[src/rtl/reset_request_gen_pkg.sv]
// Shared definitions for the reset request path: cause bit positions and
// the request FSM state encoding.
package reset_request_gen_pkg;

  localparam int CAUSE_POR = 0;
  localparam int CAUSE_BTN = 1;
  localparam int CAUSE_SW  = 2;
  localparam int CAUSE_WDT = 3;
  localparam int CAUSE_W   = 4;

  typedef enum logic [1:0] {
    ST_IDLE   = 2'd0,
    ST_ASSERT = 2'd1,
    ST_HOLD   = 2'd2
  } rst_state_e;

endpackage

[src/rtl/reset_request_gen_btn_debounce.sv]
// Board button conditioning: two-flop synchronizer followed by a debouncer
// that accepts a new level only after DEB_CYCLES consecutive differing samples.
module btn_debounce #(
  parameter int DEB_CYCLES = 8
) (
  input  logic Clk,
  input  logic Asyncrst_n,
  input  logic Btn_n,
  output logic btn_pressed
);

  localparam int CNT_W = $clog2(DEB_CYCLES + 1);

  logic [1:0]       sync_reg;
  logic             level_reg;
  logic             level_next;
  logic [CNT_W-1:0] deb_cnt_reg;
  logic [CNT_W-1:0] deb_cnt_next;

  always_ff @(posedge Clk or negedge Asyncrst_n) begin
    if (!Asyncrst_n) begin
      sync_reg    <= 2'b11;
      level_reg   <= 1'b1;
      deb_cnt_reg <= '0;
    end else begin
      sync_reg    <= {sync_reg[0], Btn_n};
      level_reg   <= level_next;
      deb_cnt_reg <= deb_cnt_next;
    end
  end

  // Any sample equal to the accepted level restarts the run of differing samples.
  always_comb begin
    level_next   = level_reg;
    deb_cnt_next = '0;
    if (sync_reg[1] != level_reg) begin
      if (deb_cnt_reg == CNT_W'(DEB_CYCLES - 1)) begin
        level_next = sync_reg[1];
      end else begin
        deb_cnt_next = deb_cnt_reg + 1'b1;
      end
    end
  end

  assign btn_pressed = ~level_reg;

endmodule

[src/rtl/reset_request_gen.sv]
// Merges button, software request and watchdog into one stretched, registered
// active-low reset request, and records which sources caused it.
module reset_request_gen
  import reset_request_gen_pkg::*;
#(
  parameter int RST_CYCLES = 16,
  parameter int DEB_CYCLES = 8,
  parameter int WDT_CYCLES = 1000000
) (
  input  logic               Clk,
  input  logic               Asyncrst_n,
  input  logic               Btn_n,
  input  logic               Sw_rst,
  input  logic               Wdt_en,
  input  logic               Wdt_kick,
  input  logic               Cause_clr,
  output logic               Rst_req_n,
  output logic [CAUSE_W-1:0] Cause
);

  localparam int RST_W = $clog2(RST_CYCLES + 1);
  localparam int WDT_W = $clog2(WDT_CYCLES + 1);

  rst_state_e         state_reg, state_next;
  logic [RST_W-1:0]   stretch_cnt_reg, stretch_cnt_next;
  logic [WDT_W-1:0]   wdt_cnt_reg, wdt_cnt_next;
  logic [CAUSE_W-1:0] cause_reg, cause_next, cause_set;
  logic               rst_req_n_reg;
  logic               btn_pressed;
  logic               wdt_counting;
  logic               wdt_expire;
  logic               trigger;

  btn_debounce #(
    .DEB_CYCLES (DEB_CYCLES)
  ) u_btn_debounce (
    .Clk         (Clk),
    .Asyncrst_n  (Asyncrst_n),
    .Btn_n       (Btn_n),
    .btn_pressed (btn_pressed)
  );

  // The watchdog only runs while the core is out of reset.
  always_comb begin
    wdt_counting = Wdt_en && (state_reg == ST_IDLE) && !Wdt_kick;
    wdt_expire   = wdt_counting && (wdt_cnt_reg == WDT_W'(WDT_CYCLES - 1));
    wdt_cnt_next = (wdt_counting && !wdt_expire) ? wdt_cnt_reg + 1'b1 : '0;
    trigger      = btn_pressed | Sw_rst | wdt_expire;
  end

  always_comb begin
    state_next       = state_reg;
    stretch_cnt_next = '0;
    case (state_reg)
      ST_IDLE: begin
        if (trigger) state_next = ST_ASSERT;
      end
      ST_ASSERT: begin
        if (stretch_cnt_reg == RST_W'(RST_CYCLES - 1)) begin
          state_next = btn_pressed ? ST_HOLD : ST_IDLE;
        end else begin
          stretch_cnt_next = stretch_cnt_reg + 1'b1;
        end
      end
      ST_HOLD: begin
        if (!btn_pressed) state_next = ST_IDLE;
      end
      default: state_next = ST_ASSERT;
    endcase
  end

  // A source asserting in the same cycle as a clear keeps its bit.
  always_comb begin
    cause_set            = '0;
    cause_set[CAUSE_BTN] = btn_pressed;
    cause_set[CAUSE_SW]  = Sw_rst;
    cause_set[CAUSE_WDT] = wdt_expire;
    cause_next           = (Cause_clr ? '0 : cause_reg) | cause_set;
  end

  always_ff @(posedge Clk or negedge Asyncrst_n) begin
    if (!Asyncrst_n) begin
      state_reg       <= ST_ASSERT;
      stretch_cnt_reg <= '0;
      wdt_cnt_reg     <= '0;
      cause_reg       <= CAUSE_W'(1) << CAUSE_POR;
      rst_req_n_reg   <= 1'b0;
    end else begin
      state_reg       <= state_next;
      stretch_cnt_reg <= stretch_cnt_next;
      wdt_cnt_reg     <= wdt_cnt_next;
      cause_reg       <= cause_next;
      rst_req_n_reg   <= (state_next == ST_IDLE);
    end
  end

  assign Rst_req_n = rst_req_n_reg;
  assign Cause     = cause_reg;

endmodule
[config.mk]
export PLATFORM = sky130hd
export DESIGN_NAME = reset_request_gen
export DESIGN_NICKNAME = d
export VERILOG_FILES = /design/src/rtl/reset_request_gen_pkg.sv /design/src/rtl/reset_request_gen_btn_debounce.sv /design/src/rtl/reset_request_gen.sv
export SDC_FILE = /design/constraint.sdc
export NUM_CORES = 1
export LEC_CHECK = 0
export BUFFER_PORTS_ARGS = -buffer_cell sky130_fd_sc_hd__clkbuf_2
export CELL_PAD_IN_SITES_DETAIL_PLACEMENT = 1
export CELL_PAD_IN_SITES_GLOBAL_PLACEMENT = 2
export CORE_MARGIN = 3
export CORE_UTILIZATION = 41
export CTS_BUF_LIST = sky130_fd_sc_hd__clkbuf_8
export DETAILED_ROUTE_END_ITERATION = 12
export PLACE_DENSITY_LB_ADDON = 0.1
export SLEW_MARGIN = 20
export SYNTH_ARGS = -nofsm -noshare
export SYNTH_HDL_FRONTEND = slang
export SYNTH_SLANG_ARGS = --single-unit
[constraint.sdc]
create_clock -name Clk -period 2.35 [get_ports Clk]
set_input_delay 0.47 -clock Clk [delete_from_list [all_inputs] [get_ports Clk]]
set_output_delay 0.47 -clock Clk [all_outputs]
set_load 0.01 [all_outputs]
---- After elaboration in Yosys (flattened, before gate mapping) ----
Index checks and enable logic that the tools add are counted.
W data, S select, Z words.
storage, ports and cells
  bits in registers ....................... 39
  latch bits .............................. 0
  memory bits (writable) .................. 0
  bits in read-only memories .............. 0
  input port bits ......................... 7
  output and inout port bits .............. 5
  word-level logic and storage cells ...... 41
  memories kept ........................... 0
cells by class
  add/sub/neg operators ................... 3
  $mul .................................... 0
  div/mod/pow operators ................... 0
  $lt $le $gt $ge ......................... 0
  equal/unequal tests ..................... 6
  shift-type cells ........................ 0
  mux-type cells .......................... 11
  bitwise logic cells ..................... 4
  reductions and logical operators ........ 9
operator list
  operator                 number
  $add A20 B1 Y20 const B  1
  $eq A20 B20 Y1 const B   1
  $mux W20                 1
  $mux W4                  3
  $mux W5                  2
  $mux W2                  4
  $pmux W2 S3              1
  $add A5 B1 Y5 const B    1
  $eq A5 B4 Y1 const B     1
  $add A4 B1 Y4 const B    1
  $eq A4 B3 Y1 const B     1
  $logic_and A1 B1 Y1      4
  $logic_not A2 Y1         2
  $or A4 B4 Y4             1
  $eq A2 B1 Y1 const B     1
  $eq A2 B2 Y1 const B     1
  $logic_not A1 Y1         2
  $or A1 B1 Y1             2
  $reduce_and A2 Y1        1
  $ne A1 B1 Y1             1
  $not A1 Y1               1

---- Longest topological paths before layout ----
Gate-level depths: netlist of the first run.
  word-level depth ........................ 8
  gate-level depth with buffers ........... 7
  mapped depth without buffers ............ 5

---- Hierarchy ----
From an unflattened synthesis of the first run, not the netlist that was laid out.
unflattened totals
  cell total of the unflattened synthesis .. 169
  area, all modules ....................... 1,774.2 sq um
by module, submodules not included
  module             instances  cells an instance  area each (sq um)  seq. area each (sq um)
  reset_request_gen  1          148                1,498.9            803.3
  btn_debounce       1          21                 275.3              178.9

---- Worst setup path after synthesis of the first run ----
No wires, ideal clock.
  kind .................................... reg2reg
  from .................................... register wdt_cnt_reg[0]
  to ...................................... register wdt_cnt_reg[14]
  setup time .............................. 77 ps
  arrival time ............................ 1,674 ps
  required time ........................... 2,273 ps
  path slack .............................. 599 ps
  cell stages (with the launch flop) ...... 7
  path buffers ............................ 1
  period minus slack after synthesis ...... 1,751 ps
  cell sequence ........................... dfrtp_1 ha_1 and3_1 clkbuf_1 nand4_1 or4_2 a21oi_1
on the way
  longest elaborated chain between the ends .. 5
  elaborated cells between the ends (all ways) .. 6
  classes of those cells .................. add/sub: 1; eq/ne: 1; mux: 1; reduce/logical: 3
ends and longest elaborated chain
  element                                                                  line                     text
  start, declared                                                          reset_request_gen.sv:26  logic [WDT_W-1:0] wdt_cnt_reg, wdt_cnt_next;
  start signal, assigned                                                   reset_request_gen.sv:91  wdt_cnt_reg <= wdt_cnt_next;
  parallel branches: the longest is 4 deep, another holds $add A20 B1 Y20  -
  $mux W20 *                                                               reset_request_gen.sv:47  wdt_cnt_next = (wdt_counting && !wdt_expire) ? wdt_cnt_reg + 1'b1 : '0;
  via wdt_cnt_next[14]                                                     reset_request_gen.sv:26
Mark *: on every way through the listed nets, which the timed path passes.
A chain may end at the register's enable or synchronous reset.

---- Final worst setup path of the first run ----
  from .................................... register wdt_cnt_reg[0]
  to ...................................... register wdt_cnt_reg[18]
The elaborated chain is that of the path after synthesis.

==> results of run 1 <==
cell type report:
cell class	count	area [um2]	area share
sequential	39	982	0.491
multi-input combinational	118	743	0.371
clock buffer	6	82.6	0.0413
timing repair buffer	14	77.6	0.0388
tap	50	62.6	0.0313
inverter	12	45.0	0.0225
clock inverter	2	8.76	0.00437
layer usage:
metal,up-vias,share of wire,track usage
li1,637,-,-
met1,673,0.47,0.213
met2,16,0.48,0.286
met3,6,0.034,0.0485
met4,0,0.015,0.0564
met5,-,0,0
cell usage after synthesis, drive strengths merged:
master	count	area (um2)
o211a	1	10.0
and3	1	6.26
nand3b	1	7.51
xor2	2	17.5
dfrtp	34	851
inv	12	45.0
nor2b	4	25.0
or4b	1	10.0
nand4	7	58.8
xnor2	13	114
and4	1	8.76
and2	2	12.5
a31o	2	17.5
a21oi	11	55.1
mux2	1	11.3
nor4b	1	8.76
o31ai	1	7.51
nand4b	2	17.5
nand2	5	18.8
nand2b	1	6.26
nor3	4	20.0
nor4	6	37.5
o21a	1	7.51
dfstp	5	131
or2	1	6.26
o21ai	9	45.0
nor2	22	82.6
ha	3	37.5
or3	3	18.8
nand3	8	40.0
buf	2	16.3
a311oi	1	8.76
clkbuf	1	3.75
or4	2	20.0
a31oi	1	6.26
cells by family after synthesis:
kind of cell               Yosys count  share of synthesized area
and+or+nand+nor                     72                      0.226
DFF                                 39                      0.549
AOI/OAI and AO/OA                   27                     0.0881
xor gates and xnor gates            15                     0.0734
buffers and inverters               15                     0.0363
adders and majority gates            3                     0.0210
muxes                                1                    0.00629
metrics by stage:
| stage | cells | total power [W] | setup slack [ns] | util | hold slack (ns) |
|---|---|---|---|---|---|
| after floorplan | 172 | 0.000992 | 0.599 | - | 0.174 |
| after global placement | 233 | 0.00105 | 0.572 | 0.464 | 0.347 |
| after detailed placement | 233 | 0.00108 | 0.498 | 0.464 | 0.350 |
| after CTS | 241 | 0.00155 | 0.479 | 0.486 | 0.0644 |
| after global routing | 241 | 0.00163 | 0.299 | 0.486 | 0.0790 |
| final | 241 | 0.00153 | 0.450 | 0.486 | 0.0600 |
final timing paths:
check / to / slack, ns
max: wdt_cnt_reg[18]$_DFF_PN0_ / 0.45
min: wdt_cnt_reg[18]$_DFF_PN0_ / 0.06
max reg2reg: wdt_cnt_reg[18]$_DFF_PN0_ / 0.45
min reg2reg: u_btn_debounce.sync_reg[1]$_DFF_PN1_ / 0.36
max in group asynchronous: u_btn_debounce.sync_reg[0]$_DFF_PN1_ / 1.72
min in group Clk: u_btn_debounce.sync_reg[0]$_DFF_PN1_ / 0.26
power by group through the flow:
stage,Sequential (W),Combinational (W),Clock [W]
after floorplan,0.000830,0.000162,0
after global placement,0.000842,0.000211,0
after detailed placement,0.000852,0.000228,0
after CTS,0.000840,0.000230,0.000477
after global routing,0.000860,0.000260,0.000513
final,0.000841,0.000224,0.000462
critical path: stages, from the launching register on:
cell and delay, ns:
sky130_fd_sc_hd__dfrtp_1 0.40, sky130_fd_sc_hd__ha_1 0.23, sky130_fd_sc_hd__nand3_1 0.16, sky130_fd_sc_hd__nor4_1 0.69, sky130_fd_sc_hd__a31o_2 0.25, sky130_fd_sc_hd__a21oi_1 0.05
==> impl_metrics.ini, run 1 <==
[route]
firstDrtPassIters = 4
drt-initial-drc-count = 47
routed_wl_um = 3830
detailroute.via_count = 1332
via_per_inst = 5.53
remaining_drc_errors = 0
antenna_left = 0
route.detailed.wl_per_inst_um = 15.9

[sta]
final_min_period_over_clock_period = 0.809
worst_pin_slew_ns = 0.725
finalMaxSlewViolations = 0
finalHoldViolCount = 0
fin_crit_ns = 1.90
grt_setup_unrepaired = false
setup_viol_count_final = 0
maxSlewHeadroom = 0.512
timing.fmax_ghz = 0.526
clock-skew-final_ns = 0.0118
setup_tns_ns = 0

[finish]
mostFrequentLayoutCells = 34 x sky130_fd_sc_hd__dfrtp_1, 22 x sky130_fd_sc_hd__nor2_1, 13 x sky130_fd_sc_hd__inv_1, 13 x sky130_fd_sc_hd__xnor2_1
area_growth_syn_to_layout_pct = 11.8
fillCellCount = 476
mostFrequentLayoutCell = sky130_fd_sc_hd__dfrtp_1
design_area_um2 = 2000
max_ffs_per_register = 20
num-nets-final = 200
antenna_cells_inserted = 0
drive_above_1_share = 0.173

[clocking]
cts_setup_buffers = 0
hold_bufs_at_cts = 0
clkSlewWorstSetupHoldPaths_ns = 0.07
post_cts_resize_count = 0
cts_buffers = 5
cts_max_level = 2
cts_root_buf = sky130_fd_sc_hd__clkbuf_8
clock_latency_ns = 0.30
cts_tree = built
clkSinkCount = 39
clock_tree_buffer_depth = 2

[logic_synthesis]
yosys_warnings = 0
synth.ff_latch_count = 39
mean_instance_size_in_the_synthesized_netlist_um2 = 10.4
synthDistinctLibCells = 38
synth.cell_area_um2 = 1790
synth_seq_area_share = 0.549
post_synth_inst_count = 172
synthesis.nets = 182

[critical_path]
startpoint = wdt_cnt_reg[0]$_DFF_PN0_
r2r_cells = 5
cp_max_fo = 4
cp_data_required_time_ns = 2.51
crit_path_kind = reg2reg
kind_of_end_point_of_the_critical_path = register
start_kind = register
crit-reg2reg-launch = wdt_cnt_reg[0]$_DFF_PN0_
data_arrival_time_of_the_critical_path_ns = 2.06

[place]
placed_cell_area_um2 = 1910
port_buffers = 11
detailed_place_hpwl_um = 2830
gp_congestion = 0.787

[power]
swShare = 0.281
clkPwrFrac = 0.302
power.share.combinational = 0.147
cellLeakagePower_nw = 0.833
net-switching-power_w = 0.000429
power.internal_w = 0.00110
irDropWorstVdd_mv = 0.403
power-per-cell-area_nw_per_um2 = 763
power.sequential.fraction = 0.551

[hold_path]
holdCritPathClass = in2async

[die]
die_height_um = 72.1
total_i_o_pin_count = 12
design.die.area_um2 = 5200
start_util = 0.435
die_x_um = 72.1
placement_rows = 23
core_area_um2 = 4120

[outcome]
run_status = finished clean

[global_route]
grt_pass1_wl_um = 6920
grt_pass1_vias = 1466
grt_overflow_total = 0
groute.usage.overall = 0.171
antenna_violations_before_repair = 0
grt_start_max_net_pins = 19

[run]
drv.max_cap_violation_count = 0
(Power assumes the default switching activity.)
==> run 2, diff against run 1 <==
--- a/config.mk
+++ b/config.mk
@@ -9,7 +9,7 @@
 export CELL_PAD_IN_SITES_DETAIL_PLACEMENT = 1
 export CELL_PAD_IN_SITES_GLOBAL_PLACEMENT = 2
 export CORE_MARGIN = 3
-export CORE_UTILIZATION = 41
+export CORE_UTILIZATION = 37
 export CTS_BUF_LIST = sky130_fd_sc_hd__clkbuf_8
 export DETAILED_ROUTE_END_ITERATION = 12
 export PLACE_DENSITY_LB_ADDON = 0.1
==> constraint.sdc (replaced) <==
create_clock -name Clk -period 1.6 [get_ports Clk]
set_input_delay 0.32 -clock Clk [delete_from_list [all_inputs] [get_ports Clk]]
set_output_delay 0.32 -clock Clk [all_outputs]
set_load 0.01 [all_outputs]
==> run 2 against run 1 <==
The flow now finishes with violations (setup timing); maximum frequency grew 15%; die area grew 9.9%; via count grew 9.5%; global-route usage grew 0.14 points; critical path type unchanged; largest cell class unchanged; register-to-register slack lost 0.50 ns; clock power grew 79%; total power grew 57%; core utilization grew 4.2 points; clock-buffer cell count shrank 1; setup slack lost 0.50 ns.
==> impl_metrics.ini, run 2 (synthesized netlist as in run 1, its figures left out) <==
[outcome]
run_status = finished, violations left
violated_checks = setup timing

[die]
core_area_um2 = 4500
start_util = 0.397
die_height_um = 75.6
total_i_o_pin_count = 12
placement_rows = 24
die_x_um = 75.6
design.die.area_um2 = 5710

[route]
remaining_drc_errors = 0
route.detailed.wl_per_inst_um = 16.0
via_per_inst = 5.28
drt-initial-drc-count = 35
firstDrtPassIters = 4
detailroute.via_count = 1458
routed_wl_um = 4420
antenna_left = 0

[global_route]
grt_overflow_total = 0
grt_pass1_wl_um = 7300
grt_pass1_vias = 1583
grt_start_max_net_pins = 27
antenna_violations_before_repair = 0
groute.usage.overall = 0.173

[sta]
grt_setup_unrepaired = true
setup_viol_count_final = 2
worst_pin_slew_ns = 0.422
finalMaxSlewViolations = 0
final_min_period_over_clock_period = 1.03
fin_crit_ns = 1.65
fin_ws_ns = -0.0476
timing.fmax_ghz = 0.607
finalHoldViolCount = 0
clock-skew-final_ns = 0.00617
maxSlewHeadroom = 0.719

[place]
placed_cell_area_um2 = 2130
port_buffers = 11
detailed_place_hpwl_um = 3220
gp_congestion = 0.849

[power]
irDropWorstVdd_mv = 0.591
power-per-cell-area_nw_per_um2 = 1010
finalPower_w = 0.00240
cellLeakagePower_nw = 1.04

[clocking]
cts_buffers = 5
clkSlewWorstSetupHoldPaths_ns = 0.08
cts_root_buf = sky130_fd_sc_hd__clkbuf_8
clkSinkCount = 39
clock_tree_buffer_depth = 2
cts_tree = built
clock_latency_ns = 0.29
cts_max_level = 2

[finish]
antenna_cells_inserted = 0
design_area_um2 = 2380
mostFrequentLayoutCells = 33 x sky130_fd_sc_hd__dfrtp_1, 33 x sky130_fd_sc_hd__buf_4, 22 x sky130_fd_sc_hd__nor2_1, 13 x sky130_fd_sc_hd__xnor2_1, 12 x sky130_fd_sc_hd__inv_1
max_ffs_per_register = 20
drive_above_1_share = 0.362
num-nets-final = 233
area_growth_syn_to_layout_pct = 33.0
final_util = 0.529
fillCellCount = 517

[critical_path]
cp_max_fo = 4
crit_path_kind = reg2reg
start_kind = register
cp_data_required_time_ns = 1.83
kind_of_end_point_of_the_critical_path = register
data_arrival_time_of_the_critical_path_ns = 1.88

[hold_path]
holdCritPathClass = in2reg

[run]
drv.max_cap_violation_count = 0
==> run 2: cell types whose count changed in the layout (fill, tap and decap cells not counted), moves of 2 or more <==
cell / before / now
sky130_fd_sc_hd__buf_4: 3 / 33
sky130_fd_sc_hd__buf_12: 0 / 2
sky130_fd_sc_hd__nor4_2: 0 / 3
sky130_fd_sc_hd__a21oi_2: 0 / 3
sky130_fd_sc_hd__nor4_1: 6 / 2
sky130_fd_sc_hd__a21oi_1: 11 / 8
==> run 2: layout make-up <==
type                    instances  area (um2)  area share
flip-flops and latches         39         983       0.413
multi-input cells             118         822       0.345
repair buffers                 47         353       0.148
clock buffers                   5        68.8      0.0289
well taps                      52        65.1      0.0273
inverters                      12        45.0      0.0189
clock inverters                 3        43.8      0.0184
==> run 2: per-stage QoR <==
stage          hold WS, ns  TNS, ns  worst slack, ns  cells
3_3_place_gp         0.263        0           0.0102    259
3_5_place_dp         0.271  -0.0343          -0.0180    259
6_report             0.109  -0.0825          -0.0476    276
4_1_cts              0.102        0          0.00167    271
2_1_floorplan       0.0244        0         0.000740    172
5_1_grt             0.0951   -0.393           -0.102    276
==> run 2: worst paths after layout <==
kind | from | to | slack [ns] | depth (start not counted)
min in group asynchronous | Asyncrst_n | wdt_cnt_reg[14]$_DFF_PN0_ | 0.48 | 2
hold reg to reg | u_btn_debounce.sync_reg[0]$_DFF_PN1_ | u_btn_debounce.sync_reg[1]$_DFF_PN1_ | 0.36 | 0
max in group asynchronous | Asyncrst_n | state_reg[0]$_DFF_PN1_ | 0.56 | 3
setup reg to reg | wdt_cnt_reg[6]$_DFF_PN0_ | wdt_cnt_reg[19]$_DFF_PN0_ | -0.05 | 4
hold / removal | Btn_n | u_btn_debounce.sync_reg[0]$_DFF_PN1_ | 0.11 | 1
setup / recovery | wdt_cnt_reg[6]$_DFF_PN0_ | wdt_cnt_reg[19]$_DFF_PN0_ | -0.05 | 4
==> run 2: routing by layer <==
layer	vias to the layer above	global-route usage	part of all wire
met2	12	0.303	0.53
met5	-	0	0
met1	736	0.213	0.43
met3	9	0.0317	0.020
met4	0	0.0583	0.021
li1	701	-	-
==> run 2: repair_timing <==
item,CTS,global route
hold endpoints to repair,13,0
resized for setup,0,12
pin swaps,0,8
hold buffers,1,0
endpoints found under the setup margin,2,19
buffers inserted,3,5
==> run 2: power by group <==
part	internal, W	switching [W]	total [W]
combinational	0.000178	0.000173	0.000351
sequential	0.00111	0.000113	0.00122
clock	0.000464	0.000361	0.000825
total	0.00175	0.000646	0.00240
==> run 2: critical path, cell delays in order, from the launching register on <==
cell and delay [ns]:
sky130_fd_sc_hd__dfrtp_1 0.38, sky130_fd_sc_hd__nand4_1 0.15, sky130_fd_sc_hd__or4_4 0.58, sky130_fd_sc_hd__or3_4 0.35
sky130_fd_sc_hd__a21oi_2 0.13
==> run 3, diff against run 2 <==
--- a/config.mk
+++ b/config.mk
@@ -9,11 +9,13 @@
 export CELL_PAD_IN_SITES_DETAIL_PLACEMENT = 1
 export CELL_PAD_IN_SITES_GLOBAL_PLACEMENT = 2
 export CORE_MARGIN = 3
-export CORE_UTILIZATION = 37
+export CORE_UTILIZATION = 25
 export CTS_BUF_LIST = sky130_fd_sc_hd__clkbuf_8
+export CTS_CLUSTER_DIAMETER = 60
 export DETAILED_ROUTE_END_ITERATION = 12
 export PLACE_DENSITY_LB_ADDON = 0.1
 export SLEW_MARGIN = 20
 export SYNTH_ARGS = -nofsm -noshare
 export SYNTH_HDL_FRONTEND = slang
 export SYNTH_SLANG_ARGS = --single-unit
+export TNS_END_PERCENT = 50
==> run 3 against run 2 <==
The flow still finishes with violations (setup timing); flip-flop and latch count unchanged; core utilization is 18 points lower; total power fell by 6.3%; register-to-register slack hardly changed; critical path depth is the same; combinational power is essentially flat; wire length is 1.6% higher; final cell count up 17%; die area rose by 44%; clock power shrank 19%; non-clock buffer count up 2; clock skew is 0.0034 ns lower; largest cell class unchanged.
==> impl_metrics.ini, run 3 (synthesized netlist as in run 1, its figures left out) <==
[critical_path]
data_arrival_time_of_the_critical_path_ns = 1.87
r2r_cells = 4
cp_data_required_time_ns = 1.83
cp_max_fo = 4
rr_endpoint = wdt_cnt_reg[17]$_DFF_PN0_
crit-reg2reg-launch = wdt_cnt_reg[0]$_DFF_PN0_
kind_of_end_point_of_the_critical_path = register
rrSetupSlack_ns = -0.04
crit_path_kind = reg2reg
startpoint = wdt_cnt_reg[0]$_DFF_PN0_
start_kind = register

[die]
die_height_um = 90.6
start_util = 0.261
die_x_um = 90.6
placement_rows = 30
design.die.area_um2 = 8210
total_i_o_pin_count = 12
core_area_um2 = 6870

[sta]
grt_setup_unrepaired = true
final_min_period_over_clock_period = 1.02
worst_pin_slew_ns = 0.523
hold_ws_ns = 0.0788
fin_crit_ns = 1.64
fin_ws_ns = -0.0398
timing.fmax_ghz = 0.610
finalHoldViolCount = 0
clock-skew-final_ns = 0.00278
maxSlewHeadroom = 0.651
finalMaxSlewViolations = 0
setup_viol_count_final = 2

[power]
swShare = 0.294
cellLeakagePower_nw = 1.02
power.share.combinational = 0.156
irDropWorstVdd_mv = 0.439
finalPower_w = 0.00225
power.internal_w = 0.00159
net-switching-power_w = 0.000661
clkPwrFrac = 0.299
power-per-cell-area_nw_per_um2 = 932
power.sequential.fraction = 0.545

[place]
placed_cell_area_um2 = 2190
detailed_place_hpwl_um = 3360
gp_congestion = 0.726
port_buffers = 11

[route]
routed_wl_um = 4490
route.detailed.wl_per_inst_um = 14.0
drt-initial-drc-count = 40
detailroute.via_count = 1473
remaining_drc_errors = 0
antenna_left = 0
firstDrtPassIters = 4
via_per_inst = 4.57

[global_route]
grt_pass1_vias = 1615
grt_overflow_total = 0
grt_start_max_net_pins = 40
antenna_violations_before_repair = 0
grt_pass1_wl_um = 7710
groute.usage.overall = 0.117

[clocking]
cts_max_level = 2
clkSinkCount = 39
cts_tree = built
clock_tree_buffer_depth = 2
clkSlewWorstSetupHoldPaths_ns = 0.08
cts_root_buf = sky130_fd_sc_hd__clkbuf_8
cts_buffers = 5
clock_latency_ns = 0.29

[finish]
fillCellCount = 788
design_area_um2 = 2410
seqCellArea_um2 = 982
max_ffs_per_register = 20
area_growth_syn_to_layout_pct = 34.6
mostFrequentLayoutCells = 37 x sky130_fd_sc_hd__buf_4, 34 x sky130_fd_sc_hd__dfrtp_1, 22 x sky130_fd_sc_hd__nor2_1, 13 x sky130_fd_sc_hd__xnor2_1, 12 x sky130_fd_sc_hd__inv_1
multi_input_comb_area_um2 = 830
antenna_cells_inserted = 0
drive_above_1_share = 0.363
mostFrequentLayoutCell = sky130_fd_sc_hd__buf_4
num-nets-final = 235

[run]
drv.max_cap_violation_count = 0

[outcome]
violated_checks = setup timing
run_status = finished, violations left

[hold_path]
holdCritPathClass = in2async
==> run 3: worst max-delay path, cell delays in order, from the launching register on <==
cell                      delay, ns
sky130_fd_sc_hd__dfrtp_1       0.44
sky130_fd_sc_hd__nand4_1       0.20
sky130_fd_sc_hd__or4_4         0.47
sky130_fd_sc_hd__or3_4         0.34
sky130_fd_sc_hd__a21oi_2       0.12
==> run 3: layout make-up <==
class / count / share of cell area
Sequential cell: 39 / 0.408
Tap cell: 96 / 0.0498
Clock buffer: 5 / 0.0286
Inverter: 12 / 0.0187
Timing Repair Buffer: 49 / 0.143
Multi-Input combinational cell: 118 / 0.344
Clock inverter: 3 / 0.00831
==> run 3: how the worst max path moves through the flow <==
stage	slack, ns	to	depth (start not counted)
finish	-0.04	wdt_cnt_reg[17]$_DFF_PN0_	4
global route	-0.11	wdt_cnt_reg[17]$_DFF_PN0_	4
CTS	-0.02	wdt_cnt_reg[17]$_DFF_PN0_	4
detailed placement	-0.03	wdt_cnt_reg[17]$_DFF_PN0_	4
global placement	-0.03	wdt_cnt_reg[18]$_DFF_PN0_	6
floorplan	-0.04	wdt_cnt_reg[17]$_DFF_PN0_	4
==> run 3: per-layer routing <==
layer,GRT usage,up-vias,share of wire
li1,-,702,-
met1,0.143,749,0.46
met2,0.203,16,0.51
met3,0.0200,6,0.023
met4,0.0497,0,0.013
met5,0,-,0
==> run 3: per-stage QoR <==
stage / instances / TNS, ns / util / setup slack (ns)
floorplan: 172 / -0.0844 / - / -0.0422
global placement: 306 / -0.0274 / 0.318 / -0.0274
detailed placement: 306 / -0.0484 / 0.318 / -0.0299
CTS: 315 / -0.0335 / 0.334 / -0.0162
global route: 322 / -0.387 / 0.351 / -0.106
finish: 322 / -0.0596 / 0.351 / -0.0398
==> run 3: power groups by stage <==
stage / combinational, W / clock (W) / sequential [W]
floorplan: 0.000239 / 0 / 0.00122
global placement: 0.000332 / 0 / 0.00123
detailed placement: 0.000352 / 0 / 0.00125
CTS: 0.000358 / 0.000711 / 0.00123
global route: 0.000414 / 0.000738 / 0.00124
finish: 0.000352 / 0.000672 / 0.00122
==> run 3: timing repair <==
action | 4_1_cts | 5_1_grt
hold buffers | 0 | 0
gates resized for setup | 2 | 11
endpoints found under the setup margin | 4 | 21
pin swaps | 4 | 5
buffers inserted | 1 | 7
